`src/rtl/instr_fetch.sv`:
```
// Instruction fetch: one outstanding request to the memory controller, 2-entry instr/pc buffer toward decode.
// Latency: request registered on the edge a buffer slot is free; its word is written MC_LAT edges later.
// Backpressure: no request unless a slot is free at write time; if_id_valid comes only from the registered count.
module instr_fetch #(
  parameter int                ADDR_W   = 18,
  parameter logic [ADDR_W-1:0] RESET_PC = '0,
  parameter int                MC_LAT   = 2
) (
  input  logic              clk,
  input  logic              rst_n,
  output logic              if_mc_en,
  output logic [ADDR_W-1:0] if_mc_addr,
  input  logic [31:0]       mc_if_data,
  input  logic              redir_en,
  input  logic [ADDR_W-1:0] redir_pc,
  output logic              if_id_valid,
  input  logic              if_id_ready,
  output logic [31:0]       if_id_instr,
  output logic [ADDR_W-1:0] if_id_pc
);

  typedef enum logic [1:0] {IDLE, WAIT, FLUSH} state_t;

  localparam logic [2:0] LAT = 3'(MC_LAT);

  state_t            state, state_nxt;
  logic [2:0]        cnt, cnt_nxt;
  logic [ADDR_W-1:0] pc;
  logic [31:0]       buf_instr [2];
  logic [ADDR_W-1:0] buf_pc    [2];
  logic              rd_ptr, wr_ptr;
  logic [1:0]        count;
  logic              issue, push, pop, last_beat;

  // A pop is lost to a redirect, since the buffer is being cleared anyway.
  assign pop       = if_id_valid && if_id_ready && !redir_en;
  assign last_beat = (cnt == 3'd1);

  assign if_id_valid = (count != 2'd0);
  assign if_id_instr = buf_instr[rd_ptr];
  assign if_id_pc    = buf_pc[rd_ptr];

  // State and latency counter registers.
  always_ff @(posedge clk or negedge rst_n) begin
    if (!rst_n) begin
      state <= IDLE;
      cnt   <= 3'd0;
    end else begin
      state <= state_nxt;
      cnt   <= cnt_nxt;
    end
  end

  // Next state: issue when a slot is guaranteed, count down the outstanding request, drop it after a redirect.
  always_comb begin
    state_nxt = state;
    cnt_nxt   = cnt;
    issue     = 1'b0;
    push      = 1'b0;
    case (state)
      IDLE: begin
        if (!redir_en && (count < 2'd2 || pop)) begin
          issue     = 1'b1;
          cnt_nxt   = LAT;
          state_nxt = WAIT;
        end
      end
      WAIT: begin
        cnt_nxt = cnt - 3'd1;
        if (last_beat) begin
          // Data arrives this edge; a redirect in the same cycle discards it.
          push      = !redir_en;
          state_nxt = IDLE;
        end else if (redir_en) begin
          state_nxt = FLUSH;
        end
      end
      FLUSH: begin
        cnt_nxt = cnt - 3'd1;
        if (last_beat) state_nxt = IDLE;
      end
      default: state_nxt = IDLE;
    endcase
  end

  // Fetch PC and registered request outputs; if_mc_addr doubles as the outstanding request address.
  always_ff @(posedge clk or negedge rst_n) begin
    if (!rst_n) begin
      pc         <= RESET_PC;
      if_mc_en   <= 1'b0;
      if_mc_addr <= '0;
    end else begin
      if_mc_en <= issue;
      if (issue) if_mc_addr <= pc;
      if (redir_en)  pc <= redir_pc & ~ADDR_W'(3);
      else if (push) pc <= pc + ADDR_W'(4);
    end
  end

  // Two-entry buffer of {instr, pc}; a redirect empties it and wins over push/pop.
  always_ff @(posedge clk or negedge rst_n) begin
    if (!rst_n) begin
      count  <= 2'd0;
      rd_ptr <= 1'b0;
      wr_ptr <= 1'b0;
      for (int i = 0; i < 2; i++) begin
        buf_instr[i] <= '0;
        buf_pc[i]    <= '0;
      end
    end else if (redir_en) begin
      count  <= 2'd0;
      rd_ptr <= 1'b0;
      wr_ptr <= 1'b0;
    end else begin
      if (push) begin
        buf_instr[wr_ptr] <= mc_if_data;
        buf_pc[wr_ptr]    <= if_mc_addr;
        wr_ptr            <= ~wr_ptr;
      end
      if (pop) rd_ptr <= ~rd_ptr;
      count <= count + {1'b0, push} - {1'b0, pop};
    end
  end

endmodule
```
`config.mk`:
```
export PLATFORM = sky130hd
export DESIGN_NAME = instr_fetch
export DESIGN_NICKNAME = d
export VERILOG_FILES = /design/src/rtl/instr_fetch.sv
export SDC_FILE = /design/constraint.sdc
export NUM_CORES = 1
export LEC_CHECK = 0
export ABC_AREA = 1
export CAP_MARGIN = 20
export CORE_MARGIN = 1
export CORE_UTILIZATION = 30
export DETAILED_ROUTE_END_ITERATION = 10
export PLACE_DENSITY = 0.62
export SLEW_MARGIN = 30
export SYNTH_ARGS = -nofsm -noshare
export SYNTH_HDL_FRONTEND = slang
export SYNTH_SLANG_ARGS = --single-unit
```
`constraint.sdc`:
```
create_clock -name clk -period 5.2 [get_ports clk]
set_clock_uncertainty 0.15 [all_clocks]
set_input_delay 1.04 -clock clk [delete_from_list [all_inputs] [get_ports clk]]
set_output_delay 1.04 -clock clk [all_outputs]
set_load 0.005 [all_outputs]
```
==> results.cfg, run 1 <==
[clocking]
clk_pin_slew_ns = 0.06
cts_tree = done
cts-resized-gates = 0
clk_latency_ns = 0.41
numCtsBuffers = 17
clockBufferDepth = 2
ctsHtreeMaxLevel = 4
clock-sinks = 138
cts_root_buf = clkbuf_16
postCtsSetupBuffers = 0
cts_hold_buf = 0

[drt]
via_count = 5164
drt_pre_antenna_iters = 4
via_per_inst = 4.33
drt_iter0_markers = 300
wl_per_cell_microns = 12.5
drc = 0
postRouteAntennaNets = 0
routed_wl_microns = 14900

[critical_path]
crit_buf_inv = 2
path_max_fanout = 48
critPathKind = reg -> out
path_delay_family = buffers and inverters
worstPathRequired_ns = 4.01
critical_path.max_stage_delay_ns = 0.51
crit_path_end_kind = output port
cp.arrival_ns = 2.04
crit_top_cell = nand2_1
crit_path_start_kind = register
slowest_stage = clkdlybuf4s50_1
path_cells = buf_4 > nand2_1 > nand2_1 > clkdlybuf4s50_1

[floorplan]
core_sq_um = 21100
rows = 53
die_w_microns = 149
die_y_microns = 149
die-area_sq_um = 22100
initial_core_util = 0.306
ios = 124

[sta]
slew_violations = 0
fmax_ghz = 0.309
finalSetupTns_ns = 0
layout_min_cycle_time_ns = 3.23
slew_headroom = 0.605
final_hold_viol_count = 0
post-route-period-util = 0.621
tightest_slew_ns = 0.592
setup_viol = 0
rsz0062_at_grt = false

[synthesis]
async_reset_ff_frac = 1.00
synth_warnings = 0
syn_area_per_cell_sq_um = 8.08
syn-cell-area_sq_um = 6460
syn_inst = 800
synth.distinct_cells = 30
synth_commonest_cells = 305 x nand2_1, 138 x dfrtp_1, 86 x o21ai_0
yosysTopAreaCellShare = 0.534
yosys.cell_count.top_type = nand2_1
synth-edff-count = 0
synth_top_area_cell = dfrtp_1
synth.area.top_cells = dfrtp_1 53%, nand2_1 18%, o21ai_0 6.7%, inv_1 4.9%, o21ai_1 2.8%
ys_ff_latch = 138
ys_seq_area_frac = 0.534
ys.flop_type = dfrtp_1

[global_routing]
grt_max_degree = 98
grt_pass1_vias = 4935
grt_overflow = 0
grt.total_usage = 0.143
grt_pass1_wl_microns = 24900
grt_antenna_before_repair = 0

[layout]
num_antenna_cells = 0
fin_nets = 968
syn_to_final_growth_pct = 31.4
fin_util = 0.403
drive_gt1_frac = 0.0806

[flow_run]
maxCapViolCount = 0

[power]
power_density_nw_per_um2 = 462
p_leak_nw = 4.15
irDropWorstVdd_mv = 0.225

[placement]
place_congestion = 0.826
io_buffers = 117
dp_hpwl_microns = 9680

[min_path]
min_path_type = reg -> reg

[outcome]
status = finished clean
## report_power, final
| group | internal (mW) | switching (mW) |
|---|---|---|
| registers | 1.33 | 0.170 |
| clock network | 0.877 | 0.455 |
| logic | 0.582 | 0.510 |
| total | 2.79 | 1.13 |
## state kept, by name, indices dropped and copies added, names as in the netlist
register,cells
buf_instr,64
buf_pc,32
if_mc_addr,16
pc,16
cnt,3
count,2
state,2
if_mc_en,1
rd_ptr,1
wr_ptr,1
## layout by cell type (no fill, tap or decap)
cell	count
buf_4	6
dfrtp_1	137
bufinv_16	5
clkinv_4	2
or2_2	2
clkbuf_16	17
buf_6	1
clkinvlp_4	2
nand4_1	2
xor2_1	3
nor2_4	1
nand2_4	2
nand2_1	305
nand3_1	20
nand2_2	15
conb_1	4
clkbuf_8	2
inv_2	1
o21ai_1	36
clkbuf_1	2
nand3_2	1
buf_16	1
inv_4	2
o21ai_2	10
xnor2_1	1
nor2_1	26
dfrtp_2	1
ha_1	9
o22ai_1	1
nand3_4	1
inv_1	85
o211ai_1	3
a21oi_1	5
clkinv_2	2
a31oi_1	3
o21ai_0	86
clkdlybuf4s50_1	116
## cells by family (layout without fill, tap and decap cells)
kind of cell,Yosys count,count (layout),share of synthesized area
AO/OA/AOI/OAI,144,144,0.119
XOR/XNOR,4,4,0.00542
adder cells (fa/ha/maj),9,9,0.0174
buffers and inverters,129,244,0.0879
flip-flops,138,138,0.534
other,1,4,0.000580
AND/OR/NAND/NOR,375,375,0.235
## final cells by class
cell class	instances	area [sq um]
fillers	2170	12600
inverters	88	335
clock inverters	11	193
well taps	275	344
flip-flops and latches	138	3450
clock buffers	21	460
multi-input cells	536	2460
repair buffers	124	1240
## path summary, 6_finish.rpt
kind,endpoint,slack (ns),cells past startpoint,start
max in group asynchronous,buf_pc[13],3.45,2,rst_n
setup / recovery,if_id_pc[9],1.97,4,rd_ptr
min in group asynchronous,buf_instr[23],0.46,1,rst_n
setup reg to reg,buf_instr[13],2.89,8,state[1]
hold reg to reg,buf_instr[37],0.33,2,buf_instr[37]
hold / removal,buf_instr[37],0.33,2,buf_instr[37]
## per-stage QoR
stage	hold WS [ns]	setup WS [ns]	instances	power [mW]	cell area (sq um)
6_report	0.331	1.97	1193	3.92	8490
5_1_grt	0.352	1.77	1193	4.21	8490
4_1_cts	0.337	1.88	1192	3.98	8460
3_5_place_dp	0.322	1.73	1160	2.63	7810
3_3_place_gp	0.316	1.78	1160	2.61	7800
2_1_floorplan	0.303	2.77	803	2.01	6470
## routing by layer
metal	up-vias	track usage	wire length (microns)
li1	2706	-	-
met1	2328	0.197	7350
met2	124	0.222	6760
met3	6	0.0361	760
met4	0	0.0367	66
met5	-	0	0
## tightest hold or removal path, cell delays in order, from the launching register on
cell and delay (ns):
dfrtp_1 0.34, nand2_1 0.05, o21ai_0 0.05
Power figures use the tool's default switching activity.
==> inputs of run 2 (changes only) <==
PLACE_DENSITY = 0.64   (was 0.62)
clock period = 2.64 ns   (was 5.2 ns; I/O delays follow)
==> results.cfg, run 2 (synthesis results as in run 1) <==
[placement]
dp_hpwl_microns = 10300
io_buffers = 117
place_congestion = 0.785
place_ws_ns = 0.288

[min_path]
min_from = buf_pc[35]
hold_path_end = buf_pc[35]
min_path_type = reg -> reg
whs_path_depth = 2

[critical_path]
r2r_start = state[1]
rrSetupSlack_ns = 0.68
r2r-end = count[1]
critPathKind = reg -> out
cp.arrival_ns = 1.84
ff2ff_path_depth = 8
worstPathRequired_ns = 1.96
crit_path_end_kind = output port
crit_path_start_kind = register
path_max_fanout = 22

[sta]
slew_violations = 0
final_hold_viol_count = 0
setup_viol = 0
tightest_slew_ns = 0.576
slew_headroom = 0.616
finalSetupTns_ns = 0
rsz0062_at_grt = false
layout_min_cycle_time_ns = 2.52
setup_ws_ns = 0.117
post-route-period-util = 0.956
fmax_ghz = 0.396

[layout]
layout_common_cells = 305 x nand2_1, 137 x dfrtp_1, 116 x clkdlybuf4s50_1
final_common_cell = nand2_1
fin_util = 0.409
fillers = 2163
syn_to_final_growth_pct = 33.4
largest_reg_flops = 64
largest-register = buf_instr
drive_gt1_frac = 0.0926
largestRegisters = buf_instr: 64 flops, buf_pc: 32 flops
fin_nets = 979
num_antenna_cells = 0

[floorplan]
rows = 53
die_y_microns = 149
die_w_microns = 149
core_sq_um = 21100
ios = 124
die-area_sq_um = 22100
initial_core_util = 0.306

[clocking]
numCtsBuffers = 17
clk_pin_slew_ns = 0.06
ctsHtreeMaxLevel = 4
clockBufferDepth = 2
postCtsSetupBuffers = 0
clk_latency_ns = 0.42
cts_tree = done
clock-sinks = 138
cts_root_buf = clkbuf_16

[flow_run]
maxCapViolCount = 0

[drt]
wl_per_cell_microns = 12.5
drt_iter0_markers = 232
drc = 0
via_count = 5240
routed_wl_microns = 15000
drt_pre_antenna_iters = 4
postRouteAntennaNets = 0
via_per_inst = 4.35

[power]
power_mw = 7.69
p_switching_mw = 2.28
p_int_mw = 5.41
swShare = 0.297
power_density_nw_per_um2 = 892
irDropWorstVdd_mv = 0.412
p_seq_frac = 0.386
share_comb_of_total_power = 0.285
p_leak_nw = 4.22
power_frac_clock = 0.329

[global_routing]
grt_max_degree = 67
grt_pass1_vias = 5008
grt_antenna_before_repair = 0
grt_overflow = 0
grt_pass1_wl_microns = 24700
grt.total_usage = 0.143

[outcome]
status = finished clean
==> run 2: cell types whose count changed in the layout (fill, tap and decap cells not counted), moves of 2 or more <==
cell / delta
clkinv_4: +2
clkbuf_1: -2
inv_6: +2
buf_12: +7
buf_4: +3
==> run 2: worst max-delay path, cell delays in order (launching register included) <==
cell	delay (ns)
dfrtp_2	0.43
inv_2	0.10
buf_6	0.22
nand2_1	0.07
nand2_1	0.06
clkdlybuf4s50_1	0.55
==> run 2: how the worst max path moves through the flow <==
stage,start,to,slack [ns],depth (start not counted)
after CTS,rd_ptr,if_id_instr[30],0.004,5
after global placement,redir_en,count[1],0.30,8
final,rd_ptr,if_id_instr[30],0.12,5
after global routing,rd_ptr,if_id_pc[6],0.002,5
after detailed placement,redir_en,count[1],0.29,8
after floorplan,redir_en,count[1],0.73,8
==> run 2: stage by stage <==
step	instances	hold WS, ns	instance area (sq um)
6_report	1204	0.332	8620
3_3_place_gp	1171	0.315	7970
5_1_grt	1204	0.347	8620
4_1_cts	1204	0.338	8610
3_5_place_dp	1171	0.323	7970
2_1_floorplan	803	0.0824	6470
==> run 2: power by group through the flow <==
stage	registers (mW)	logic, mW	clock network (mW)
final	2.97	2.19	2.53
after global placement	2.99	2.17	0
after detailed placement	3.00	2.21	0
after global routing	3.03	2.49	2.71
after CTS	2.97	2.22	2.60
after floorplan	2.91	1.05	0
==> run 2: final cells by class <==
type / count / area [sq um] / area share
flip-flops and latches: 138 / 3450 / 0.401
clock buffers: 18 / 439 / 0.0510
clock inverters: 14 / 195 / 0.0226
inverters: 88 / 333 / 0.0386
repair buffers: 135 / 1400 / 0.163
multi-input cells: 536 / 2450 / 0.284
well taps: 275 / 344 / 0.0399
==> run 2: per-layer routing <==
layer | track usage | wire length [microns]
met3 | 0.0346 | 739
met2 | 0.225 | 6770
met1 | 0.195 | 7320
met4 | 0.0449 | 170
met5 | 0 | 0
==> run 2: repair_timing <==
item,4_1_cts,5_1_grt
endpoints found under the hold margin,55,0
gates resized for setup,0,1
endpoints found under the setup margin,0,16
hold buffers,1,0
